--- config.mk ---
export PLATFORM = sky130hd
export DESIGN_NAME = rename_stage
export DESIGN_NICKNAME = d
export VERILOG_FILES = /design/src/rtl/rename_stage.sv
export SDC_FILE = /design/constraint.sdc
export NUM_CORES = 1
export LEC_CHECK = 0
export ABC_AREA = 1
export BUFFER_PORTS_ARGS = -buffer_cell sky130_fd_sc_hd__buf_4
export CELL_PAD_IN_SITES_DETAIL_PLACEMENT = 1
export CELL_PAD_IN_SITES_GLOBAL_PLACEMENT = 2
export CORE_UTILIZATION = 22
export DETAILED_ROUTE_END_ITERATION = 16
export PLACE_DENSITY = 0.95
export RECOVER_POWER = 100
export SYNTH_ARGS = -nofsm -noshare
export SYNTH_HDL_FRONTEND = slang
export SYNTH_SLANG_ARGS = --single-unit
--- constraint.sdc ---
create_clock -name clk -period 5.86 [get_ports clk]
set_input_delay 0.879 -clock clk [delete_from_list [all_inputs] [get_ports clk]]
set_output_delay 0.879 -clock clk [all_outputs]
set_load 0.01 [all_outputs]
--- src/rtl/rename_stage.sv ---
// WIDTH-lane register rename stage: free-list allocation, intra-bundle RAW bypass,
// WAW-filtered RAT writes and a one-entry output register. Stall counters: RENAME_STATS_EN.
module rename_stage #(
  parameter int WIDTH   = 2,
  parameter int ARF_IDX = 5,
  parameter int PRF_IDX = 6,
  parameter int ROB_IDX = 5
) (
  input  logic                           clk,
  input  logic                           rst,
  input  logic                           flush,
  input  logic                           in_valid,
  output logic                           in_ready,
  input  logic [WIDTH-1:0]               in_lane_valid,
  input  logic [WIDTH*ARF_IDX-1:0]       in_rd_arch,
  input  logic [WIDTH*ARF_IDX-1:0]       in_rs1_arch,
  input  logic [WIDTH*ARF_IDX-1:0]       in_rs2_arch,
  input  logic [WIDTH*PRF_IDX-1:0]       fl_free_idx,
  input  logic [$clog2(WIDTH+1)-1:0]     fl_avail_cnt,
  output logic [WIDTH-1:0]               fl_pop,
  output logic [2*WIDTH*ARF_IDX-1:0]     rat_read_arch,
  input  logic [2*WIDTH*PRF_IDX-1:0]     rat_read_phy,
  input  logic [2*WIDTH-1:0]             rat_read_valid,
  output logic [WIDTH-1:0]               rat_we,
  output logic [WIDTH*ARF_IDX-1:0]       rat_waddr,
  output logic [WIDTH*PRF_IDX-1:0]       rat_wphy,
  output logic                           rob_valid,
  input  logic                           rob_ready,
  input  logic [WIDTH*ROB_IDX-1:0]       rob_id,
  output logic                           out_valid,
  input  logic                           out_ready,
  output logic [WIDTH-1:0]               out_lane_valid,
  output logic [WIDTH*PRF_IDX-1:0]       out_rd_phy,
  output logic [WIDTH*PRF_IDX-1:0]       out_rs1_phy,
  output logic [WIDTH*PRF_IDX-1:0]       out_rs2_phy,
  output logic [WIDTH-1:0]               out_rs1_valid,
  output logic [WIDTH-1:0]               out_rs2_valid,
  output logic [WIDTH*ROB_IDX-1:0]       out_rob_id
`ifdef RENAME_STATS_EN
  ,
  output logic [31:0]                    stat_stall_fl,
  output logic [31:0]                    stat_stall_rob,
  output logic [31:0]                    stat_stall_out
`endif
);

  localparam int CNT_W = $clog2(WIDTH + 1);

  logic [WIDTH-1:0][ARF_IDX-1:0]   rd_arch, rs1_arch, rs2_arch;
  logic [WIDTH-1:0][PRF_IDX-1:0]   free_idx;
  logic [2*WIDTH-1:0][PRF_IDX-1:0] rat_phy;
  logic [2*WIDTH-1:0][ARF_IDX-1:0] rd_req;
  logic [WIDTH-1:0][ROB_IDX-1:0]   rob_idx, rob_lane;

  assign rd_arch  = in_rd_arch;
  assign rs1_arch = in_rs1_arch;
  assign rs2_arch = in_rs2_arch;
  assign free_idx = fl_free_idx;
  assign rat_phy  = rat_read_phy;
  assign rob_idx  = rob_id;

  logic [WIDTH-1:0]              alloc;
  logic [WIDTH-1:0][CNT_W-1:0]   slot;
  logic [CNT_W-1:0]              need;
  logic [WIDTH-1:0][PRF_IDX-1:0] rd_phy, rs1_phy, rs2_phy;
  logic [WIDTH-1:0]              rs1_rdy, rs2_rdy;
  logic                          fl_ok, space, fire;

  // Allocating lanes take free-list slots in lane order.
  always_comb begin
    // NOTE: every signal gets a default first so no path can infer a latch.
    alloc  = '0;
    slot   = '0;
    need   = '0;
    rd_phy = '0;
    for (int i = 0; i < WIDTH; i++) begin
      alloc[i] = in_lane_valid[i] && (rd_arch[i] != '0);
      slot[i]  = need;
      if (alloc[i]) need = need + CNT_W'(1);
    end
    for (int i = 0; i < WIDTH; i++)
      for (int k = 0; k < WIDTH; k++)
        if (alloc[i] && slot[i] == CNT_W'(k)) rd_phy[i] = free_idx[k];
  end

  assign fl_ok     = fl_avail_cnt >= need;
  assign space     = !out_valid || out_ready;
  assign in_ready  = !flush && rob_ready && fl_ok && space;
  assign fire      = in_valid && in_ready;
  assign rob_valid = in_valid && !flush && fl_ok && space;

  always_comb begin
    fl_pop = '0;
    for (int k = 0; k < WIDTH; k++) fl_pop[k] = fire && (CNT_W'(k) < need);
  end

  for (genvar g = 0; g < WIDTH; g++) begin : g_req
    assign rd_req[2*g]   = rs1_arch[g];
    assign rd_req[2*g+1] = rs2_arch[g];
  end
  assign rat_read_arch = rd_req;

  // Sources: ascending scan over older lanes lets the youngest producer win.
  always_comb begin
    rs1_phy  = '0;
    rs2_phy  = '0;
    rs1_rdy  = '0;
    rs2_rdy  = '0;
    rob_lane = '0;
    for (int i = 0; i < WIDTH; i++) begin
      rs1_phy[i] = rat_phy[2*i];
      rs1_rdy[i] = rat_read_valid[2*i];
      rs2_phy[i] = rat_phy[2*i+1];
      rs2_rdy[i] = rat_read_valid[2*i+1];
      for (int j = 0; j < i; j++) begin
        if (alloc[j] && rs1_arch[i] != '0 && rd_arch[j] == rs1_arch[i]) begin
          rs1_phy[i] = rd_phy[j];
          rs1_rdy[i] = 1'b0;
        end
        if (alloc[j] && rs2_arch[i] != '0 && rd_arch[j] == rs2_arch[i]) begin
          rs2_phy[i] = rd_phy[j];
          rs2_rdy[i] = 1'b0;
        end
      end
      if (in_lane_valid[i]) begin
        rob_lane[i] = rob_idx[i];
      end else begin
        rs1_phy[i] = '0;
        rs2_phy[i] = '0;
        rs1_rdy[i] = 1'b0;
        rs2_rdy[i] = 1'b0;
      end
    end
  end

  // Only the youngest writer of an arch register updates the RAT.
  always_comb begin
    rat_we = '0;
    for (int i = 0; i < WIDTH; i++) begin
      rat_we[i] = fire && alloc[i];
      for (int k = i + 1; k < WIDTH; k++)
        if (alloc[k] && rd_arch[k] == rd_arch[i]) rat_we[i] = 1'b0;
    end
  end
  assign rat_waddr = in_rd_arch;
  assign rat_wphy  = rd_phy;

  always_ff @(posedge clk) begin
    // NOTE: state uses <= so every register samples pre-edge values regardless of block order.
    if (!rst) begin
      // NOTE: payload is cleared on reset as well, since out_* are observable while out_valid=0.
      out_valid      <= 1'b0;
      out_lane_valid <= '0;
      out_rd_phy     <= '0;
      out_rs1_phy    <= '0;
      out_rs2_phy    <= '0;
      out_rs1_valid  <= '0;
      out_rs2_valid  <= '0;
      out_rob_id     <= '0;
    end else if (flush) begin
      out_valid <= 1'b0;
    end else if (fire) begin
      out_valid      <= 1'b1;
      out_lane_valid <= in_lane_valid;
      out_rd_phy     <= rd_phy;
      out_rs1_phy    <= rs1_phy;
      out_rs2_phy    <= rs2_phy;
      out_rs1_valid  <= rs1_rdy;
      out_rs2_valid  <= rs2_rdy;
      out_rob_id     <= rob_lane;
    end else if (out_ready) begin
      out_valid <= 1'b0;
    end
  end

`ifdef RENAME_STATS_EN
  logic stall;
  assign stall = in_valid && !fire && !flush;

  // Saturating per-cause stall counters; several causes may count in one cycle.
  always_ff @(posedge clk) begin
    if (!rst) begin
      stat_stall_fl  <= '0;
      stat_stall_rob <= '0;
      stat_stall_out <= '0;
    end else if (stall) begin
      if (!fl_ok && stat_stall_fl != '1)     stat_stall_fl  <= stat_stall_fl + 32'd1;
      if (!rob_ready && stat_stall_rob != '1) stat_stall_rob <= stat_stall_rob + 32'd1;
      if (!space && stat_stall_out != '1)     stat_stall_out <= stat_stall_out + 32'd1;
    end
  end
`endif

endmodule

# After elaboration in Yosys (flattened, before gate mapping)
# Cells that the tools add are included.
[word_totals]
word_cells = 71
register_bits = 53
out_inout_bits = 101
in_bits = 90
[classes]
bitwise = 2
order_cmp = 3
eq_ne = 4
n_reduce_logical = 31
addsub = 1
muxes = 22
[ops]
columns = ["operator", "n"]
rows = [
  ["6-bit two-way mux", 9],
  ["1-bit logical AND", 20],
  ["5-bit nonzero test", 4],
  ["5-bit == test", 3],
  ["1-bit two-way mux", 10],
  ["5-bit two-way mux", 2],
  ["1-bit by 2-bit less-than comparator with 1-bit output, first input constant", 2],
  ["2-bit by 1-bit adder with 2-bit output, second input constant", 1],
  ["2-bit greater-or-equal comparator", 1],
  ["1-bit logical NOT", 2],
  ["2-bit logical NOT", 1],
  ["2-bit two-way mux", 1],
  ["1-bit inverter", 2],
  ["2-bit AND reduction", 1],
  ["2-bit nonzero test", 1],
  ["2-bit OR reduction", 1],
  ["1-bit == test, second input constant", 1],
  ["1-bit logical OR", 1],
]

# Logic depth before layout (Yosys ltp)
# Gate-level depths: netlist (run 1).
[logic_depth]
ltp_word = 11
ltp_mapped = 16
mapped_depth_nobuf = 15

# Worst setup path before layout (run 1)
# No wires, ideal clock.
[synth_path]
path_type = "input to output"
start = "in in_rd_arch[2]"
end = "out rat_we[0]"
path_buffers = 1
cell_stages = 15
arrival_ns = 2.625
required_time_ns = 4.981
setup_slack_ns = 2.356
path_cell_list = "nor2_1 nand3_2 nand2_4 inv_4 ha_1 ha_1 o21ai_1 nand2_1 nand2_1 inv_2 nand2_2 inv_2 buf_2 nand3_1 inv_1"
[synth_between]
elab_chain_len = 11
word_cells_on_any_way = 13
cone_classes = "1 x add/sub; 1 x order compare; 1 x eq/ne; 3 x mux; 7 x reduce/logical"
[synth_rtl]
columns = ["element", "line_no", "source"]
rows = [
  ["start: declaration", "15", "input logic [WIDTH*ARF_IDX-1:0] in_rd_arch,"],
  ["5-bit nonzero test *", "77", "alloc[i] = in_lane_valid[i] && (rd_arch[i] != '0);"],
  ["1-bit logical AND *", "77", ""],
  ["1-bit two-way mux *", "79", "if (alloc[i]) need = need + CNT_W'(1);"],
  ["2-bit by 1-bit adder with 2-bit output", "79", ""],
  ["2-bit two-way mux *", "79", ""],
  ["2-bit greater-or-equal comparator *", "86", "assign fl_ok = fl_avail_cnt >= need;"],
  ["1-bit logical AND * (2 in series)", "88", "assign in_ready = !flush && rob_ready && fl_ok && space;"],
  ["net in_ready", "13", "output logic in_ready,"],
  ["1-bit logical AND *", "89", "assign fire = in_valid && in_ready;"],
  ["1-bit logical AND *", "140", "rat_we[i] = fire && alloc[i];"],
  ["1-bit two-way mux *", "142", "if (alloc[k] && rd_arch[k] == rd_arch[i]) rat_we[i] = 1'b0;"],
  ["end: declaration", "24", "output logic [WIDTH-1:0] rat_we,"],
]
# Mark *: on every way through the listed nets, which the timed path passes. The rest lies on a longest branch.

# Final worst setup path (run 1)
[layout_path]
start = "in in_lane_valid[0]"
end = "out rat_we[0]"
[layout_between]
elab_chain_len = 10
[layout_rtl]
columns = ["element", "line_no", "source"]
rows = [
  ["start: declaration", "14", "input logic [WIDTH-1:0] in_lane_valid,"],
  ["1-bit logical AND *", "77", ""],
  ["1-bit two-way mux", "79", ""],
  ["2-bit by 1-bit adder with 2-bit output", "79", ""],
  ["2-bit two-way mux", "79", ""],
  ["2-bit greater-or-equal comparator", "86", ""],
  ["1-bit logical AND (2 in series)", "88", ""],
  ["1-bit logical AND", "89", ""],
  ["1-bit logical AND *", "140", ""],
  ["1-bit two-way mux *", "142", ""],
]
# Mark *: on every way between the ends. The rest lies on a longest branch, timed or not.

==> impl_metrics.env, run 1 <==
export IMPL_ctsResizeCount=0
export IMPL_cts_buffers=5
export IMPL_core_um2=12720
export IMPL_routedWlPerCell_um=15.51
export IMPL_reg2regPathDepth=10
export IMPL_dp_hpwl_um=8678
export IMPL_die_area_um2=13640
export IMPL_synth_seq_cells=53
export IMPL_postCtsSetupBuffers=0
export IMPL_crit_family="buffers and inverters"
export IMPL_clockBufferDepth=2
export IMPL_drive_gt1_frac=0.2022
export IMPL_grt_pass1_vias=3073
export IMPL_drc=0
export IMPL_synth_warnings=0
export IMPL_clkSinkCount=53
export IMPL_setup_violations_final=0
export IMPL_leakagePower_nw=1.601
export IMPL_ant_nets=0
export IMPL_worst_setup_path_start_kind="input port"
export IMPL_vias=3076
export IMPL_ys_flop_type="dfxtp_1"
export IMPL_grt_use_total=0.1595
export IMPL_antenna_found_initial=0
export IMPL_clk_pin_slew_worst_paths_ns=0.08
export IMPL_rows=41
export IMPL_cts_tree="yes"
export IMPL_final_common_cell="nand2_1"
export IMPL_fmax_mhz=201.6
export IMPL_syn_num_nets=503
export IMPL_ir_worst_vdd_v=0.0001295
export IMPL_antennaDiodeCount=0
export IMPL_io_pins=191
export IMPL_r2r_end="out_rs2_phy[9]"
export IMPL_crit_path_end="rat_we[0]"
export IMPL_cp_startpoint="in_lane_valid[0]"
export IMPL_num_nets_final=633
export IMPL_maxSlewHeadroom=0.3335
export IMPL_cts_root_buf="clkbuf_16"
export IMPL_fp_dieH_um=116.8
export IMPL_crit_cells=15
export IMPL_worstSetupEndpointType="output port"
export IMPL_p_per_area_nw_per_um2=217.2
export IMPL_ys_seq_area_frac=0.3660
export IMPL_area_growth_syn_to_layout_pct=33.19
export IMPL_mostFrequentLayoutCells="nand2_1 (111), clkbuf_1 (86), buf_4 (85)"
export IMPL_fin_crit_sh=0.8466
export IMPL_final_setup_tns_ns=0
export IMPL_final_cells=711
export IMPL_worstSetupPathType="in2out"
export IMPL_syn_area_um2=2899
export IMPL_wl_um=11030
export IMPL_worst_path_largest_cell_delay_ns=0.62
export IMPL_globalplace_congestion=0.7861
export IMPL_grt_start_max_net_pins=54
export IMPL_ff2ff_setup_slack_ns=3.22
export IMPL_cp_data_arrival_time_ns=4.08
export IMPL_syn_avg_cell_area_um2=7.105
export IMPL_syn_inst=408
export IMPL_slew_viol_final=0
export IMPL_dp_cells=703
export IMPL_rsz0062_at_grt="false"
export IMPL_grt_pass1_wl_um=16530
export IMPL_synth_edf_count=0
export IMPL_status="finished clean"
export IMPL_ctsHoldBuffers=0
export IMPL_start_util=0.2279
export IMPL_overflow=0
export IMPL_finalHoldViolations=0
export IMPL_h_tree_depth=2
export IMPL_cp_slowest_cell="inv_2"
export IMPL_synthArstFlopShare=0
export IMPL_fin_worst_skew_ns=0.007158
export IMPL_netlist_cell_type_count=29
export IMPL_dr_pass1_iters=4
export IMPL_r2r_start="out_valid"
export IMPL_cp_num_buf_inv=7
export IMPL_cp_max_fo=33
export IMPL_die_w_um=116.8
export IMPL_period_needed_ns=4.961
export IMPL_drt_iter0_drc=147
export IMPL_worstMarginPinSlew_ns=0.9987
export IMPL_path_cells="buf_4 > nand2_1 > inv_4 > ha_1 > inv_1 > ha_1 > o21ai_0 > nand2_1 > nand2_1 > inv_1 > nand2_2 > inv_2 > nand3_1 > inv_1 > buf_4"
export IMPL_portBuffers=170
export IMPL_vias_per_cell=4.326
export IMPL_cp_required_ns=4.98
export IMPL_clk_latency_ns=0.29
export IMPL_drv_cap=0
export IMPL_hold_class="reg2reg"
==> worst min path at each step <==
stage | endpoint | depth (start not counted) | start
5_1_grt | out_rob_id[0] | 2 | out_rob_id[0]
2_1_floorplan | out_rob_id[0] | 2 | out_rob_id[0]
3_3_place_gp | out_lane_valid[0] | 2 | out_lane_valid[0]
6_report | out_rob_id[5] | 2 | out_rob_id[5]
3_5_place_dp | out_rob_id[1] | 2 | out_rob_id[1]
4_1_cts | out_rs2_phy[11] | 2 | out_rs2_phy[11]
==> synthesized netlist by cell type, types with 6 or more instances <==
library cell	count	share of area
dfxtp_1	53	0.37
inv_1	33	0.043
nor2_1	19	0.025
nand2_1	110	0.14
inv_2	6	0.0078
nand4_1	8	0.017
nand3_1	41	0.071
a21oi_1	52	0.090
buf_4	32	0.083
o21ai_0	6	0.010
xnor2_1	8	0.024
==> cells by family after synthesis <==
family          Yosys count  synth area share
simple gates            191            0.2991
buf+inv                  88            0.1757
compound gates           60            0.1044
flops                    53            0.3660
xor+xnor                 11           0.03324
fa+ha+maj                 5           0.02158
==> stage by stage <==
stage	hold slack, ns	area (um2)	utilization	total power, mW	setup slack (ns)
after detailed placement	0.4585	4041	0.3177	0.5517	1.216
after CTS	0.4778	4192	0.3295	0.8646	1.209
final	0.4708	3861	0.3035	0.8385	0.8987
after global routing	0.4892	3861	0.3035	0.8777	0.4793
after floorplan	0.4872	2899	-	0.4709	2.356
after global placement	0.4550	4041	0.3177	0.5485	1.344
==> final cells by class <==
| type | count | area (um2) |
|---|---|---|
| clock buffers | 5 | 125.1 |
| flip-flops and latches | 53 | 1061 |
| clock inverters | 3 | 25.02 |
| fillers | 1666 | 8861 |
| inverters | 40 | 152.6 |
| repair buffers | 171 | 960.9 |
| well taps | 172 | 215.2 |
| multi-input cells | 267 | 1321 |
==> metal layers <==
layer	routed length (um)	share of wire	track usage
met5	0	0	0
met4	85	0.0077	0.03207
met3	605	0.055	0.02987
met2	5481	0.50	0.2856
met1	4857	0.44	0.1994
==> sequential cells by signal, indices dropped and copies added, names as in the netlist <==
| name | cells |
|---|---|
| out_rs2_phy | 12 |
| out_rs1_phy | 12 |
| out_rs1_valid | 2 |
| out_rd_phy | 12 |
| out_rs2_valid | 2 |
| out_valid | 1 |
| out_lane_valid | 2 |
| out_rob_id | 10 |
==> worst min-delay path: stages, from the launching register on <==
cell and delay (ns):
dfxtp_1 0.32, nand2_1 0.06, a21oi_1 0.06
==> report_power, final <==
| part | total, mW | leakage [nW] | internal [mW] | switching [mW] |
|---|---|---|---|---|
| logic | 0.156 | 1.10 | 0.0646 | 0.0913 |
| clock network | 0.312 | 0.0704 | 0.161 | 0.151 |
| registers | 0.370 | 0.428 | 0.366 | 0.00380 |
| total | 0.838 | 1.60 | 0.592 | 0.246 |
(Power assumes the default switching activity.)
==> run 2, diff against run 1 <==
--- a/config.mk
+++ b/config.mk
@@ -5,13 +5,13 @@
 export SDC_FILE = /design/constraint.sdc
 export NUM_CORES = 1
 export LEC_CHECK = 0
-export ABC_AREA = 1
+export ABC_AREA = 0
 export BUFFER_PORTS_ARGS = -buffer_cell sky130_fd_sc_hd__buf_4
 export CELL_PAD_IN_SITES_DETAIL_PLACEMENT = 1
 export CELL_PAD_IN_SITES_GLOBAL_PLACEMENT = 2
-export CORE_UTILIZATION = 22
+export CORE_UTILIZATION = 21
 export DETAILED_ROUTE_END_ITERATION = 16
-export PLACE_DENSITY = 0.95
+export PLACE_DENSITY = 0.9
 export RECOVER_POWER = 100
 export SYNTH_ARGS = -nofsm -noshare
 export SYNTH_HDL_FRONTEND = slang
==> constraint.sdc (replaced) <==
create_clock -name clk -period 5.1 [get_ports clk]
set_input_delay 0.765 -clock clk [delete_from_list [all_inputs] [get_ports clk]]
set_output_delay 0.765 -clock clk [all_outputs]
set_load 0.01 [all_outputs]
==> impl_metrics.env, run 2 <==
export IMPL_core_um2=12880
export IMPL_worst_path_largest_cell_delay_ns=0.76
export IMPL_portBuffers=170
export IMPL_r2r_start="out_valid"
export IMPL_ir_worst_vdd_v=0.00009096
export IMPL_rows=41
export IMPL_grt_start_max_net_pins=54
export IMPL_area_growth_syn_to_layout_pct=33.42
export IMPL_clkSinkCount=53
export IMPL_synth_edf_count=0
export IMPL_placed_area_um2=3986
export IMPL_die_w_um=117.9
export IMPL_cts_tree="yes"
export IMPL_mostFrequentLayoutCells="clkbuf_1 (95), buf_4 (82), nand2_1 (81)"
export IMPL_fin_crit_sh=0.8744
export IMPL_ys_flop_type="dfxtp_1"
export IMPL_worstHoldStart="out_rs2_phy[0]"
export IMPL_cpMostUsedCell="clkbuf_1"
export IMPL_cts_root_buf="clkbuf_16"
export IMPL_ant_nets=0
export IMPL_fmax_mhz=224.2
export IMPL_clk_pin_slew_worst_paths_ns=0.06
export IMPL_worstSetupEndpointType="output port"
export IMPL_syn_avg_cell_area_um2=7.809
export IMPL_globalplace_congestion=0.7947
export IMPL_final_common_cell="clkbuf_1"
export IMPL_syn_inst=361
export IMPL_syn_num_nets=456
export IMPL_ys_top_cells_by_count="nand2_1 (81), dfxtp_1 (53), a21oi_1 (41), buf_4 (30), nand4_1 (26)"
export IMPL_postCtsSetupBuffers=0
export IMPL_synthArstFlopShare=0
export IMPL_r2r_end="out_rs1_phy[2]"
export IMPL_antenna_found_initial=0
export IMPL_p_per_area_nw_per_um2=249.0
export IMPL_ctsHoldBuffers=0
export IMPL_slew_viol_final=0
export IMPL_reg2regPathDepth=5
export IMPL_worstMarginPinSlew_ns=1.357
export IMPL_clockBufferDepth=2
export IMPL_cp_slowest_cell="or4_2"
export IMPL_hold_class="reg2reg"
export IMPL_cp_required_ns=4.34
export IMPL_num_nets_final=581
export IMPL_syn_area_um2=2819
export IMPL_min_to="out_rs2_phy[0]"
export IMPL_vias=3028
export IMPL_io_pins=191
export IMPL_synth_seq_cells=53
export IMPL_grt_use_total=0.1467
export IMPL_maxSlewHeadroom=0.09534
export IMPL_period_needed_ns=4.459
export IMPL_dp_hpwl_um=8286
export IMPL_worst_setup_path_start_kind="input port"
export IMPL_fp_dieH_um=117.9
export IMPL_rsz0062_at_grt="false"
export IMPL_fin_area_um2=3761
export IMPL_finalHoldViolations=0
export IMPL_routedWlPerCell_um=15.97
export IMPL_yosys_cell_count_top_type="nand2_1"
export IMPL_dr_pass1_iters=4
export IMPL_final_setup_tns_ns=0
export IMPL_drive_gt1_frac=0.2140
export IMPL_antennaDiodeCount=0
export IMPL_h_tree_depth=2
export IMPL_crit_family="simple AND/OR/NAND/NOR gates"
export IMPL_grt_pass1_wl_um=16240
export IMPL_ff2ff_setup_slack_ns=2.77
export IMPL_netlist_cell_type_count=32
export IMPL_holdWs_ns=0.4515
export IMPL_ys_top_cells_by_area="dfxtp_1 (38%), nand2_1 (11%), buf_4 (8.0%)"
export IMPL_drv_cap=0
export IMPL_vias_per_cell=4.602
export IMPL_start_util=0.2189
export IMPL_leakagePower_nw=1.333
export IMPL_cp_data_arrival_time_ns=3.69
export IMPL_path_cells="clkbuf_1 > or4_1 > o21ai_0 > clkbuf_1 > inv_1 > ha_1 > ha_1 > nand2b_1 > a21oi_1 > or4_2 > nor3_1 > clkbuf_1"
export IMPL_overflow=0
export IMPL_drt_iter0_drc=117
export IMPL_drc=0
export IMPL_synth_largest_area_cell="dfxtp_1"
export IMPL_grt_pass1_vias=3111
export IMPL_synth_warnings=0
export IMPL_clk_latency_ns=0.29
export IMPL_cts_buffers=5
export IMPL_die_area_um2=13890
export IMPL_cp_num_buf_inv=4
export IMPL_ctsResizeCount=0
export IMPL_ys_seq_area_frac=0.3764
export IMPL_fin_worst_skew_ns=0.004372
export IMPL_hold_depth=2
export IMPL_setup_violations_final=0
export IMPL_wl_um=10510
export IMPL_status="finished clean"
export IMPL_synthDominantCellAreaShare=0.3764
export IMPL_reg_top3="out_rd_phy: 12 flops, out_rs1_phy: 12 flops, out_rs2_phy: 12 flops"
export IMPL_worstSetupPathType="in2out"
export IMPL_cp_max_fo=6
[run 2: cell count changes in the layout (fill, tap and decap cells not counted), moves of 5 or more]
cell,change
xnor2_1,-5
a21oi_1,-11
nand2_1,-30
nor2_1,-15
clkbuf_1,+9
inv_1,-30
nand4_1,+18
and2_2,+6
a31oi_1,+12
xor2_1,+7
nand3_1,-16
[run 2: how the worst max path moves through the flow]
stage	startpoint	end	slack [ns]	depth (start not counted)
after floorplan	in_rd_arch[5]	rat_we[0]	0.80	11
after global placement	in_rd_arch[5]	rat_we[0]	0.70	12
after global routing	in_rd_arch[5]	rat_we[0]	0.43	12
after CTS	in_rd_arch[5]	rat_we[0]	0.63	12
final	in_rd_arch[5]	rat_we[0]	0.64	12
after detailed placement	in_rd_arch[5]	rat_we[0]	0.65	12
[run 2: final cells by class]
class | instances | area, um2
multi-input cells | 245 | 1355
fillers | 1609 | 9115
repair buffers | 176 | 968.4
well taps | 172 | 215.2
clock buffers | 7 | 142.6
inverters | 5 | 18.77
flip-flops and latches | 53 | 1061
[run 2: metal layers]
layer	wire length, um	vias up	GRT usage
met5	0	-	0
met4	132	0	0.03606
met3	731	10	0.03973
met2	5284	118	0.2768
met1	4356	1444	0.1598
li1	-	1456	-
[run 2: worst min-delay path, cell delays in order (launching register included)]
cell,delay [ns]
dfxtp_1,0.31
nand2_1,0.05
a21oi_1,0.05
[run 2: per-stage QoR]
step	total power, mW	utilization	setup WS [ns]	instances
final	0.9366	0.2921	0.6405	658
after global routing	0.9837	0.2921	0.4330	658
after CTS	0.9745	0.3207	0.6267	658
after detailed placement	0.6299	0.3096	0.6540	651
after global placement	0.6257	0.3096	0.6982	651
after floorplan	0.5348	-	0.7993	361
[run 2: cell families after synthesis]
logic type | synth area share
flops | 0.3764
fa+ha+maj | 0.02219
xor+xnor | 0.04039
simple gates | 0.3018
buf+inv | 0.1411
compound gates | 0.1181
[run 2: where the power goes]
part / internal, mW / switching (mW)
clock network: 0.193 / 0.147
registers: 0.421 / 0.00398
logic: 0.0722 / 0.0987
total: 0.687 / 0.250
